### config.mk
export PLATFORM = sky130hd
export DESIGN_NAME = tristate_bus_arbiter
export DESIGN_NICKNAME = d
export VERILOG_FILES = /design/src/rtl/tristate_bus_arbiter.sv
export SDC_FILE = /design/constraint.sdc
export NUM_CORES = 1
export LEC_CHECK = 0
export BUFFER_PORTS_ARGS = -buffer_cell sky130_fd_sc_hd__buf_2
export CORE_UTILIZATION = 47
export DETAILED_ROUTE_END_ITERATION = 10
export HOLD_SLACK_MARGIN = 0.06
export MAX_ROUTING_LAYER = met4
export PLACE_DENSITY = 0.83
export REMOVE_ABC_BUFFERS = 1
export SYNTH_ARGS = -nofsm -noshare
export SYNTH_HDL_FRONTEND = slang
export SYNTH_SLANG_ARGS = --single-unit
### constraint.sdc
create_clock -name clk -period 1.54 [get_ports clk]
set_input_delay 0.154 -clock clk [delete_from_list [all_inputs] [get_ports clk]]
set_output_delay 0.154 -clock clk [all_outputs]
set_load 0.03 [all_outputs]
### src/rtl/tristate_bus_arbiter.sv
// Round-robin grant of a shared tristate bus with a per-owner hold limit.
// Define TRISTATE_ARB_TURNAROUND_EN to insert one undriven TURN cycle between owners.
module tristate_bus_arbiter #(
  parameter int NREQ     = 4,
  parameter int MAX_HOLD = 8
) (
  input  logic                    clk,
  input  logic                    rst_n,
  input  logic [NREQ-1:0]         req,
  output logic [NREQ-1:0]         gnt,
  output logic [$clog2(NREQ)-1:0] owner,
  output logic                    bus_busy
);

  localparam int unsigned NR = NREQ;
  localparam int unsigned OW = $clog2(NREQ);
  localparam int unsigned HW = $clog2(MAX_HOLD + 1);

  localparam logic [1:0] S_IDLE  = 2'd0;
  localparam logic [1:0] S_GRANT = 2'd1;
  localparam logic [1:0] S_TURN  = 2'd2;

  logic [1:0]      r_state;
  logic [OW-1:0]   r_last;
  logic [OW-1:0]   r_owner;
  logic [HW-1:0]   r_hold;
  logic [NREQ-1:0] r_gnt;
  logic            r_busy;

  logic            w_any;
  logic [OW-1:0]   w_win;
  logic [OW-1:0]   w_idx;
  logic [NREQ-1:0] w_win_oh;
  logic            w_release;
  logic            w_take;
  logic            w_drop;
  logic [1:0]      w_drop_state;

  // Scan starts just after the last owner, so that owner ends up lowest priority.
  always_comb begin
    w_any = 1'b0;
    w_win = r_last;
    w_idx = '0;
    for (int unsigned k = 1; k <= NR; k++) begin
      w_idx = OW'((32'(r_last) + k) % NR);
      if (!w_any && req[w_idx]) begin
        w_win = w_idx;
        w_any = 1'b1;
      end
    end
    w_win_oh        = '0;
    w_win_oh[w_win] = 1'b1;
  end

  assign w_release = !req[r_owner] || (r_hold == HW'(MAX_HOLD));

  always_comb begin
    w_take       = 1'b0;
    w_drop       = 1'b0;
    w_drop_state = S_IDLE;
    case (r_state)
      S_IDLE: w_take = w_any;
      S_GRANT: begin
        if (w_release) begin
`ifdef TRISTATE_ARB_TURNAROUND_EN
          w_drop       = 1'b1;
          w_drop_state = S_TURN;
`else
          w_take = w_any;
          w_drop = !w_any;
`endif
        end
      end
      S_TURN: begin
        w_take = w_any;
        w_drop = !w_any;
      end
      default: w_drop = 1'b1;
    endcase
  end

  always_ff @(posedge clk or negedge rst_n) begin
    if (!rst_n) begin
      r_state <= S_IDLE;
      r_last  <= OW'(NR - 1);
      r_owner <= '0;
      r_hold  <= '0;
      r_gnt   <= '0;
      r_busy  <= 1'b0;
    end else if (w_take) begin
      r_state <= S_GRANT;
      r_last  <= w_win;
      r_owner <= w_win;
      r_hold  <= HW'(1);
      r_gnt   <= w_win_oh;
      r_busy  <= 1'b1;
    end else if (w_drop) begin
      r_state <= w_drop_state;
      r_owner <= '0;
      r_hold  <= '0;
      r_gnt   <= '0;
      r_busy  <= 1'b0;
    end else if (r_state == S_GRANT) begin
      r_hold <= r_hold + 1'b1;
    end
  end

  assign gnt      = r_gnt;
  assign owner    = r_owner;
  assign bus_busy = r_busy;

endmodule

==> metrics.yaml <==
synth:
  synth-seq-cells: 13
  synth_cells: 65
  yosys-top-cells-area: "dfrtp_1 39%, dfstp_2 7.5%, a22o_1 5.0%"
  synth_top_area_share_pct: 39.5
  synth_area_leader_cell: "dfrtp_1"
  ys_async_sr_fraction_pct: 100
  syn_area_um2: 697
  synthFlopType: "dfrtp_1"
  synth_common_cells: "11 x dfrtp_1, 8 x nand2_1, 4 x a22o_1, 4 x o21ai_1"
  synth_cell_types: 32
  syn_avg_cell_area_um2: 10.7
  yosys_warnings: 0
  synth_edf_count: 0
  ys_seq_area_share_pct: 47.0
  yosysMostFrequentCell: "dfrtp_1"
cts:
  clkLatencyLatePin_ns: 0.27
  cts.reportedPaths.clkPinSlew_ns: 0.08
  cts-root-buf: "clkbuf_4"
  cts_sinks: 13
  cts_buffer_depth: 2
  cts_buffers: 3
  cts_htree_levels: 1
  cts_tree: "yes"
detailed_routing:
  drt-pass1-iter-count: 4
  ant_nets: 0
  wl_per_cell_um: 15.1
  vias_per_cell: 5.92
  drcViolationCount: 0
  wirelength_mm: 1.51
  vias: 592
  drt-initial-drc-count: 10
cells_and_area:
  area_delta_synth_final_pct: 22.3
  stdcell_count: 100
  drive_gt1_share_pct: 37.6
  antenna_cells: 0
  fin_util_pct: 63.9
  final_nets: 94
  fillers: 107
timing:
  worst_pin_slew_ns: 0.432
  grt_setup_unrepaired: "true"
  fmax_mhz: 629
  slew_headroom_pct: 71.0
  period_needed_ns: 1.59
  finalCritPeriodShare_pct: 103
  fin_skew_ns: 0.00355
  setup_viol: 2
  finalHoldViolCount: 0
  layout_setup_ws_ns: -0.0507
  slew_viol_final: 0
grt:
  overflow: 0
  grt_util_met1_pct: 33.7
  grt.met2_usage_pct: 34.9
  first_global_vias: 537
  grt_usage_pct: 23.8
  grtUsageMet3_pct: 3.33
  grt_max_degree: 14
  antenna_found_initial: 0
  busiest_layer: "met2"
  grt_pass1_wl_mm: 2.44
floorplan:
  die_area_um2: 1640
  placementRows: 13
  start_util_pct: 52.3
  dieHeight_um: 40.5
  coreArea_um2: 1330
  die_w_um: 40.5
  io_pins: 13
pwr:
  ir_drop_uv: 901
  total_leakage_power_nw: 0.399
  total_power_mw: 1.74
  powerDensity_nw_per_um2: 2040
worst_setup_path:
  crit_type: "reg -> reg"
  cp_top_family: "multiplexers"
  worst-path-buf-inv: 0
  critPathMaxFanout: 4
  arrival_ns: 1.79
  cp-end-kind: "register"
  required_ns: 1.74
  critPathLaunchType: "register"
  slowest_delay_ns: 0.57
  path_cells: "mux4_2, a31oi_4, mux2_4"
  cp_slowest_cell: "mux4_2"
hold_path:
  min_path_type: "in -> reg"
placement:
  port_buffers: 12
  finalWeightedCongestion: 0.825
  placed_cells: 95
  dp_hpwl_mm: 1.14
run:
  cap_violations: 0
status:
  outcome: "complete, but fails checks"
  violations: "negative setup slack"
[placed cells by master, fill, tap and decap left out]
master / n
o21bai_1: 1
inv_2: 1
and3_4: 1
a21o_1: 1
a31oi_1: 2
mux4_2: 1
a31oi_4: 1
o21ai_1: 3
ha_1: 2
mux2_4: 1
nor4_2: 1
dlygate4sd3_1: 1
mux2i_1: 1
xnor2_1: 1
nor3_1: 1
o21ai_0: 2
inv_1: 3
buf_2: 12
nand3b_1: 2
buf_4: 4
nand2_1: 8
o2bb2ai_1: 1
o31ai_2: 1
nand3_1: 3
a22o_1: 4
nand2_2: 1
clkbuf_4: 3
nand2b_1: 1
nor2_1: 2
clkbuf_1: 1
a32o_1: 1
dfrtp_1: 11
nand3_2: 1
dfstp_2: 2
o21ai_2: 2
and2_1: 1
[registers in the layout, indices dropped and copies added (netlist names)]
name / cells
r_last: 2
r_hold: 4
bus_busy: 1
gnt: 4
owner: 2
[cell families after synthesis]
kind of cell / Yosys count / share of synthesized area, %
AND/OR/NAND/NOR: 22 / 17.2
flip-flops: 13 / 47.0
buffers and inverters: 5 / 2.69
adder cells (fa/ha/maj): 2 / 3.59
multiplexers: 3 / 6.82
XOR/XNOR: 1 / 1.26
AO/OA/AOI/OAI: 19 / 21.4
[report_power, final]
| part | leakage [nW] | switching, mW | internal, mW |
|---|---|---|---|
| Sequential | 0.158 | 0.121 | 0.496 |
| Combinational | 0.226 | 0.499 | 0.417 |
| Clock | 0.0150 | 0.106 | 0.100 |
[layer usage]
| layer | vias to the layer above | routed length [µm] |
|---|---|---|
| met4 | 0 | 0 |
| met3 | 0 | 89 |
| met2 | 24 | 712 |
| li1 | 278 | - |
| met5 | - | 0 |
| met1 | 290 | 710 |
[repair_timing]
action | 4_1_cts | 5_1_grt
gates resized for setup | 1 | 3
hold buffers | 1 | 0
buffers inserted | 0 | 0
pin swaps | 0 | 3
hold endpoints to repair | 13 | 0
endpoints found under the setup margin | 5 | 10
[worst min-delay path: cells and delay by family]
| family | cells | cell delay, ns |
|---|---|---|
| and+or+nand+nor | 1 | 0.08 |
| buffers and inverters | 2 | 0.23 |
[cell type report]
cell class,instances,area (µm²),area share [%]
tap,15,18.8,2.20
multi-input combinational,47,364,42.7
inverter,4,15.0,1.76
sequential,13,328,38.5
clock buffer,4,26.3,3.08
timing repair buffer,17,100,11.7
[stage by stage]
stage	hold WS, ns	TNS, ns	instance area, µm²	worst slack (ns)
2_1_floorplan	-0.142	-1.40	693	-0.226
3_3_place_gp	0.0470	0	802	0.0154
3_5_place_dp	0.0520	-0.0325	802	-0.0201
4_1_cts	0.219	-0.0983	840	-0.0461
5_1_grt	0.242	-0.229	852	-0.0894
6_report	0.237	-0.0734	852	-0.0507
[path summary, 6_finish.rpt]
kind	from	endpoint	slack, ns	cells after the start
setup / recovery	owner[1]	r_last[0]	-0.05	3
hold / removal	req[1]	bus_busy	0.24	3
setup reg to reg	owner[1]	r_last[0]	-0.05	3
hold reg to reg	gnt[2]	gnt[2]	0.49	1
max in group asynchronous	rst_n	r_last[0]	0.97	2
min in group asynchronous	rst_n	gnt[1]	0.29	2
Power figures use the tool's default switching activity.
